### src/rtl/rx_fifo.sv
// Byte receive queue, first-word-fall-through: a rising edge of in_valid stores one byte, visible on dout next cycle.
// Consumer backpressure via dout_ready; pushes into a full queue without a same-cycle pop are dropped and flagged.
module rx_fifo #(
  parameter int DEPTH = 16
) (
  input  logic                     clk,
  input  logic                     rst,
  input  logic                     in_valid,
  input  logic [7:0]               in_data,
  output logic [7:0]               dout,
  output logic                     dout_valid,
  input  logic                     dout_ready,
  output logic [$clog2(DEPTH):0]   count,
  output logic                     full,
  output logic                     overflow,
  input  logic                     ovf_clr
);

  localparam int AW = $clog2(DEPTH);
  localparam logic [AW:0]   FULL_CNT = (AW+1)'(DEPTH);
  localparam logic [AW:0]   CNT_ONE  = (AW+1)'(1);
  localparam logic [AW-1:0] PTR_ONE  = AW'(1);

  logic [7:0]    mem [DEPTH];
  logic [AW-1:0] wr_ptr;
  logic [AW-1:0] rd_ptr;
  logic          in_valid_q;
  logic          push;
  logic          pop;
  logic          wr_en;
  logic          drop;

  assign dout_valid = (count != '0);
  assign full       = (count == FULL_CNT);
  assign dout       = mem[rd_ptr];

  // A held in_valid level counts as one byte; only the rising edge pushes.
  assign push  = in_valid & ~in_valid_q;
  assign pop   = dout_valid & dout_ready;
  // A same-cycle pop frees the slot, so a full queue still accepts the byte.
  assign wr_en = push & (~full | pop);
  assign drop  = push & full & ~pop;

  always_ff @(posedge clk) begin
    if (wr_en) mem[wr_ptr] <= in_data;
  end

  always_ff @(posedge clk or posedge rst) begin
    if (rst) begin
      in_valid_q <= 1'b1;
      wr_ptr     <= '0;
      rd_ptr     <= '0;
      count      <= '0;
      overflow   <= 1'b0;
    end else begin
      in_valid_q <= in_valid;
      if (wr_en) wr_ptr <= wr_ptr + PTR_ONE;
      if (pop)   rd_ptr <= rd_ptr + PTR_ONE;
      case ({wr_en, pop})
        2'b10:   count <= count + CNT_ONE;
        2'b01:   count <= count - CNT_ONE;
        default: count <= count;
      endcase
      if (ovf_clr)   overflow <= 1'b0;
      else if (drop) overflow <= 1'b1;
    end
  end

endmodule

### config.mk
export PLATFORM = sky130hd
export DESIGN_NAME = rx_fifo
export DESIGN_NICKNAME = d
export VERILOG_FILES = /design/src/rtl/rx_fifo.sv
export SDC_FILE = /design/constraint.sdc
export NUM_CORES = 1
export LEC_CHECK = 0
export CAP_MARGIN = 20
export CORE_MARGIN = 5
export CORE_UTILIZATION = 31
export DETAILED_ROUTE_END_ITERATION = 7
export PLACE_DENSITY_LB_ADDON = 0.05
export REMOVE_ABC_BUFFERS = 1
export SETUP_SLACK_MARGIN = 0.1
export SKIP_CTS_REPAIR_TIMING = 1
export SLEW_MARGIN = 0
export SYNTH_ARGS = -nofsm -noshare
export SYNTH_HDL_FRONTEND = slang
export SYNTH_SLANG_ARGS = --single-unit
### constraint.sdc
create_clock -name clk -period 7.9 [get_ports clk]
set_input_delay 1.975 -clock clk [delete_from_list [all_inputs] [get_ports clk]]
set_output_delay 1.975 -clock clk [all_outputs]
set_load 0.01 [all_outputs]
=== After elaboration in Yosys (flattened, before gate mapping) ===
Memories as Yosys holds them, arrays and structs flattened.
Index checks and enable logic that the tools add are counted.

* Input bits: 13
* Bits in registers: 15
* Word-level logic and storage cells: 30
* Output and inout bits: 16
* Memories kept: 1
* RAM bits: 128

{| class="wikitable"
|+ Memories
! name !! depth !! bits a word !! rd ports !! clocked after memory_dff !! write ports !! RTL line !! RTL
|-
| mem || 16 || 8 || 1 || 0 || 1 || 24 || <nowiki>logic [7:0] mem [DEPTH];</nowiki>
|}

* Mux-type cells: 5
* Reduce and logical (&&, ||, !) cells: 3
* Add/sub/neg operators: 4
* Bitwise gates (word level): 9
* Equality and inequality tests: 3

{| class="wikitable"
|+ Operators by type and width
! cell !! count
|-
| 5-bit one-hot mux with 2 select lines || 1
|-
| 4-bit by 1-bit adder with 4-bit output, second input constant || 2
|-
| 5-bit by 1-bit adder with 5-bit output, second input constant || 1
|-
| 1-bit bitwise AND || 5
|-
| 5-bit == test, second input constant || 1
|-
| 5-bit nonzero test || 1
|-
| 5-bit by 1-bit subtractor with 5-bit output, second input constant || 1
|-
| 1-bit two-way mux || 4
|-
| 2-bit nonzero test || 2
|-
| 1-bit NOT || 3
|-
| 2-bit by 1-bit == test with 1-bit output, second input constant || 1
|-
| 2-bit == test, second input constant || 1
|-
| 1-bit OR || 1
|}

=== Logic depth before layout (Yosys ltp) ===
Gate-level depths: netlist of run 1.

* Depth after elaboration: 6
* Mapped depth: 10

=== Worst setup path before layout of run 1 ===
No wires, ideal clock.

* Kind: input port to flip-flop
* From: input port dout_ready
* To: register count[4]
* Cell stages on the path: 9
* Slack: 3994 ps
* Required time: 7813 ps
* Library setup time: 87 ps
* Arrival: 3820 ps
* Path through: clkbuf_1 o21ai_2 nor2_1 ha_1 nor2b_1 o21a_1 or4_1 a21o_1 o211ai_1

* Longest elaborated chain between the ends: 5
* Elaborated cells on any way between the ends: 7
* Classes of those cells: eq/ne: 2; mux: 1; bitwise: 3; reduce/logical: 1

{| class="wikitable"
|+ Ends and longest elaborated chain
! what !! RTL line !! RTL
|-
| from (decl) || 12 || <nowiki>input logic dout_ready,</nowiki>
|-
| 1-bit bitwise AND (*) || 39 || <nowiki>assign pop = dout_valid & dout_ready;</nowiki>
|-
| 1-bit OR || 41 || <nowiki>assign wr_en = push & (~full | pop);</nowiki>
|-
| 1-bit bitwise AND || 41 ||
|-
| 2-bit by 1-bit == test with 1-bit output or 2-bit == test (tied branches) || 59 || <nowiki>case ({wr_en, pop})</nowiki>
|-
| 5-bit one-hot mux with 2 select lines or 2-bit nonzero test (tied branches) || -- ||
|-
| to (signal assigned) || 60 || <nowiki>2'b10: count <= count + CNT_ONE;</nowiki>
|-
| to (signal assigned) || 61 || <nowiki>2'b01: count <= count - CNT_ONE;</nowiki>
|-
| to (signal assigned) || 62 || <nowiki>default: count <= count;</nowiki>
|-
| to (decl) || 13 || <nowiki>output logic [$clog2(DEPTH):0] count,</nowiki>
|}

Mark *: on every way between the ends. The rest lies on a longest branch, timed or not.
A chain may end at the register's enable or synchronous reset.

=== Worst setup path after layout of run 1 ===
* From: register rd_ptr[0]
* To: output port dout[1]

* Longest elaborated chain between the ends: 1

{| class="wikitable"
|+ Ends and longest elaborated chain
! what !! RTL line !! RTL
|-
| from (decl) || 26 || <nowiki>logic [AW-1:0] rd_ptr;</nowiki>
|-
| from (signal assigned) || 58 || <nowiki>if (pop) rd_ptr <= rd_ptr + PTR_ONE;</nowiki>
|-
| memory read 16 x 8 bit || -- ||
|-
| to (decl) || 10 || <nowiki>output logic [7:0] dout,</nowiki>
|}

No other way between the ends.

==> impl_metrics.toml, run 1 <==
[power]
p_switching_mw = 0.700
p_per_area_nw_per_um2 = 356
internal_power_mw = 1.87
swShare = 0.273
vdd_drop_max_mv = 0.142
power_leakage_nw = 2.44
pwr-share-clk = 0.344
report.power.total_mw = 2.57
share_seq_of_total_power = 0.389
p_comb_frac = 0.267

[floorplan]
chipHeight_um = 149
rows = 51
pin_count = 29
core_um2 = 19300
die_w_um = 149
die_area_um2 = 22300
initial_core_util = 0.312

[global_routing]
overflow = 0
grt_pass1_vias = 3110
grt_antenna_before_repair = 0
grt_first_pass_wirelength_um = 20300
grt_use_total = 0.131
grt_max_degree = 36

[job]
drv_cap = 0

[drt]
drt_iter0_drc = 159
drc = 0
wl_per_cell_um = 22.3
vias_per_cell = 4.70
vias = 2897
wl_um = 13700
first_pass_iters = 4
ant_nets = 0

[status]
status = "finished, final reports clean"

[synth]
async_flop_share = 0.105
ys.warnings.count = 0
yosysUniqueCellTypes = 34
yosysSeqAreaShare = 0.702
avgSynthCellArea_um2 = 19.8
synth-seq-cells = 143
synth_enable_flop_cells = 128
synthFlopType = "edfxtp_1"
synth_area_um2 = 6010
syn_inst = 303

[critical_path]
path_cells = "buf_12 -> mux4_1 -> mux4_2 -> clkdlybuf4s50_1"
regToRegSetupSlack_ps = 4930
critical_path_class = "flip-flop to output port"
cp_slowest_cell = "mux4_1"
crit_path_start_kind = "flip-flop"
crit_path_end_kind = "output port"
r2r-end = "count[4]"
cp_max_fo = 25
crit-reg2reg-launch = "count[1]"
path_delay_family = "multiplexers"
worstPathRequired_ps = 5930
reg2reg_depth = 9
critPathBufInv = 2
slowest_delay_ps = 610
crit_arrival_ps = 2880

[clocking]
cts_tree = "built"
clock_sinks = 143
clk_latency_ps = 420
clkTransAtPathRegs_ps = 60
cts_inserted_buffers = 17
h-tree-depth = 4
root_buffer = "clkbuf_16"
cts.path.max_buffers = 2

[cells_and_area]
area_delta_synth_final_pct = 20.0
antenna_cells = 0
layout-drive-gt1-share = 0.128
nets = 360
n_fill_cell = 1820
stdcell_count = 616

[hold_path]
hp-class = "flip-flop to flip-flop"
hold_path_end = "overflow"
hold_depth = 2
min-delay-start = "overflow"

[timing]
finalCriticalPeriod_ps = 4850
tightestPinTransition_ps = 879
grt_setup_unrepaired = "false"
setup_violations = 0
maxSlewViolCount = 0
max-slew-margin-rel = 0.414
setup_tns_ps = 0
period_share = 0.614
max_freq_mhz = 206
hold_viol_final = 0
skew_ps = 6.34

[placement]
io_buffers = 28
dp_cells = 583
gp_congestion = 0.718
place_hpwl_um = 8060
registers in the layout (all words and copies together), names as in the netlist:
signal	cells
mem	128
count	5
rd_ptr	4
wr_ptr	4
in_valid_q	1
overflow	1
final cells by class:
| type | instances | area, µm² | area share |
|---|---|---|---|
| Sequential cell | 143 | 4220 | 0.585 |
| Multi-Input combinational cell | 140 | 1690 | 0.233 |
| Clock buffer | 18 | 429 | 0.0595 |
| Tap cell | 265 | 332 | 0.0459 |
| Timing Repair Buffer | 30 | 308 | 0.0426 |
| Clock inverter | 14 | 220 | 0.0305 |
| Inverter | 6 | 22.5 | 0.00312 |
routing by layer:
metal / vias up / wire length [µm] / track usage / share of wire
li1: 1313 / - / - / -
met1: 1502 / 5780 / 0.155 / 0.42
met2: 60 / 7090 / 0.223 / 0.52
met3: 22 / 575 / 0.0462 / 0.042
met4: 0 / 277 / 0.0453 / 0.020
met5: - / 0 / 0 / 0
power by group through the flow:
stage	Combinational (mW)	Clock (mW)	Sequential (mW)
6_report	0.684	0.883	0.999
5_1_grt	0.745	0.938	1.01
4_1_cts	0.657	0.904	1.04
3_5_place_dp	0.654	0	1.05
3_3_place_gp	0.654	0	1.05
2_1_floorplan	0.404	0	1.01
cell usage in the layout (no fill, tap or decap), types with 2 or more instances in the layout:
cell type        netlist  routed
clkbuf_16              0      17
a22oi_1                2       2
nor3_1                 3       3
mux4_1                30      30
bufinv_16              0       6
dfrtp_1               14      13
and2_1                18      18
clkinv_1               0       3
or4_1                  2       2
clkinv_2               0       4
edfxtp_1             128     128
inv_1                  6       6
a21o_1                 2       2
nand2_1               15      15
xnor2_1               10      10
a21oi_1                7       7
ha_1                   8       8
o21ai_0                7       7
nor2_1                 7       7
nand4_1                2       2
nand2b_1               2       2
and3_1                 2       2
clkdlybuf4s50_1        0      28
nor2b_1                3       3
mux4_2                10      10
o211ai_1               2       2
synthesized netlist by cell type (all sizes together) (3+ instances only):
cell	count	area, µm²
a21oi	8	43.8
and2	18	113
buf	6	56.3
clkbuf	8	30.0
dfrtp	14	350
edfxtp	128	3840
ha	8	100
inv	6	22.5
mux4	40	1010
nand2	15	56.3
nor2	7	26.3
nor2b	3	18.8
nor3	3	15.0
o21ai	8	43.8
xnor2	10	87.6
worst min-delay path: cells and delay by family, from the launching register on:
kind,cells,cell delay (ps)
and+or+nand+nor,1,70
DFF,1,340
AOI/OAI and AO/OA,1,40
logic make-up (layout without fill, tap and decap cells):
group	after synthesis	count (layout)	share of synthesized area
flops	143	143	0.702
simple gates	58	58	0.0539
mux	40	40	0.169
compound gates	23	23	0.0233
buf+inv	20	68	0.0181
xor+xnor	10	10	0.0146
fa+ha+maj	9	9	0.0200
per-stage QoR:
stage,util,area (µm²),setup slack (ps),hold slack (ps)
after global placement,0.340,6550,3040,495
final,0.375,7220,3050,495
after CTS,0.374,7200,2650,505
after floorplan,-,5930,3620,493
after detailed placement,0.340,6550,3090,487
after global routing,0.375,7220,2950,545
worst max path at each step:
stage | from | to | slack (ps) | cells after the start
2_1_floorplan | rd_ptr[0] | dout[0] | 3620 | 2
3_3_place_gp | in_valid | count[4] | 3040 | 9
3_5_place_dp | in_valid | count[4] | 3090 | 9
4_1_cts | rd_ptr[0] | dout[7] | 2650 | 3
5_1_grt | rd_ptr[0] | dout[2] | 2950 | 4
6_report | rd_ptr[0] | dout[1] | 3050 | 4
Power figures use the tool's default switching activity.
==> inputs of run 2 (changes only) <==
==> constraint.sdc (replaced) <==
create_clock -name clk -period 4.45 [get_ports clk]
set_input_delay 1.1125 -clock clk [delete_from_list [all_inputs] [get_ports clk]]
set_output_delay 1.1125 -clock clk [all_outputs]
set_load 0.01 [all_outputs]
==> impl_metrics.toml, run 2 (synthesized netlist as in run 1, its figures left out) <==
[hold_path]
hold_depth = 2
hp-class = "flip-flop to flip-flop"
hold_path_end = "overflow"
min-delay-start = "overflow"

[cells_and_area]
final_cell_mix = "edfxtp_1, mux4_1, clkdlybuf4s50_1"
reg.largest.list = "mem x128, count x5"
final_common_cell = "edfxtp_1"
n_fill_cell = 1812
layout-drive-gt1-share = 0.116
nets = 361
largest_reg_flops = 128
largest-register = "mem"
antenna_cells = 0
area_delta_synth_final_pct = 18.7

[global_routing]
overflow = 0
met1_usage = 0.172
grt_first_pass_wirelength_um = 20400
grt_max_degree = 36
grtUsageMet3 = 0.0337
grt_antenna_before_repair = 0
top_usage_layer = "met2"
grt_pass1_vias = 3178
grt_use_total = 0.131
grt_use_met2 = 0.205

[placement]
gp_congestion = 0.711
io_buffers = 28
dp_worst_setup_slack_ps = 613
place_hpwl_um = 8230

[critical_path]
critical_path_class = "flip-flop to output port"
r2r-end = "count[4]"
crit_path_end_kind = "output port"
crit-reg2reg-launch = "count[1]"
cp_max_fo = 12
worstPathRequired_ps = 3340
crit_path_start_kind = "flip-flop"
reg2reg_depth = 9
crit_arrival_ps = 2890
regToRegSetupSlack_ps = 1420

[clocking]
h-tree-depth = 4
clk_latency_ps = 420
cts_inserted_buffers = 17
root_buffer = "clkbuf_16"
cts_tree = "built"
clkTransAtPathRegs_ps = 50
clock_sinks = 143
cts.path.max_buffers = 2

[floorplan]
die_w_um = 149
rows = 51
chipHeight_um = 149
pin_count = 29
core_um2 = 19300
initial_core_util = 0.312
die_area_um2 = 22300

[timing]
setup_slack_ps = 447
finalCriticalPeriod_ps = 4000
maxSlewViolCount = 0
period_share = 0.900
tightestPinTransition_ps = 846
max_freq_mhz = 250
holdWs_ps = 498
hold_viol_final = 0
max-slew-margin-rel = 0.436
setup_violations = 0
grt_setup_unrepaired = "false"
skew_ps = 12.5
setup_tns_ps = 0

[power]
power_leakage_nw = 2.40
vdd_drop_max_mv = 0.272
p_per_area_nw_per_um2 = 617

[drt]
drt_iter0_drc = 168
wl_per_cell_um = 22.1
wl_um = 13600
first_pass_iters = 5
vias_per_cell = 4.85
ant_nets = 0
drc = 0
vias = 2991

[job]
drv_cap = 0

[status]
status = "finished, final reports clean"
[run 2: cell count changes in the layout (fill, tap and decap cells not counted)]
cell / before / now
clkbuf_1: 1 / 6
buf_4: 1 / 2
bufinv_16: 6 / 3
clkinv_2: 4 / 3
clkinv_4: 1 / 0
[run 2: metal layers]
layer,wire (µm),up-vias,share of wire
li1,-,1314,-
met1,6310,1584,0.46
met2,6540,72,0.48
met3,430,21,0.032
met4,354,0,0.026
met5,0,-,0
[run 2: final cells by class]
cell class | count | area [µm²] | share of cell area
Tap cell | 265 | 332 | 0.0464
Clock inverter | 9 | 116 | 0.0163
Inverter | 6 | 22.5 | 0.00315
Sequential cell | 143 | 4220 | 0.591
Timing Repair Buffer | 31 | 315 | 0.0442
Clock buffer | 23 | 448 | 0.0627
Multi-Input combinational cell | 140 | 1690 | 0.236
[run 2: where the power goes]
group	internal [mW]	switching, mW	total (mW)
registers	1.58	0.183	1.77
logic	0.697	0.556	1.25
clock network	0.872	0.512	1.38
[run 2: metrics by stage]
step | total power, mW | util | instance area, µm² | cells
6_report | 4.41 | 0.371 | 7140 | 617
5_1_grt | 4.62 | 0.371 | 7140 | 617
4_1_cts | 4.48 | 0.371 | 7140 | 617
3_5_place_dp | 3.08 | 0.341 | 6580 | 585
3_3_place_gp | 3.08 | 0.341 | 6580 | 585
2_1_floorplan | 2.52 | - | 5930 | 289
[run 2: worst max-delay path by stage]
stage / start / endpoint / slack (ps)
global route: rd_ptr[0] / dout[4] / 340
floorplan: rd_ptr[0] / dout[0] / 1030
detailed placement: in_valid / count[4] / 610
finish: rd_ptr[0] / dout[2] / 450
CTS: rd_ptr[0] / dout[3] / 360
global placement: in_valid / count[4] / 620
[run 2: critical path: stages, from the launching register on]
cell,delay [ps]
dfrtp_2,620
buf_4,270
mux4_1,590
mux4_2,490
clkdlybuf4s50_1,500
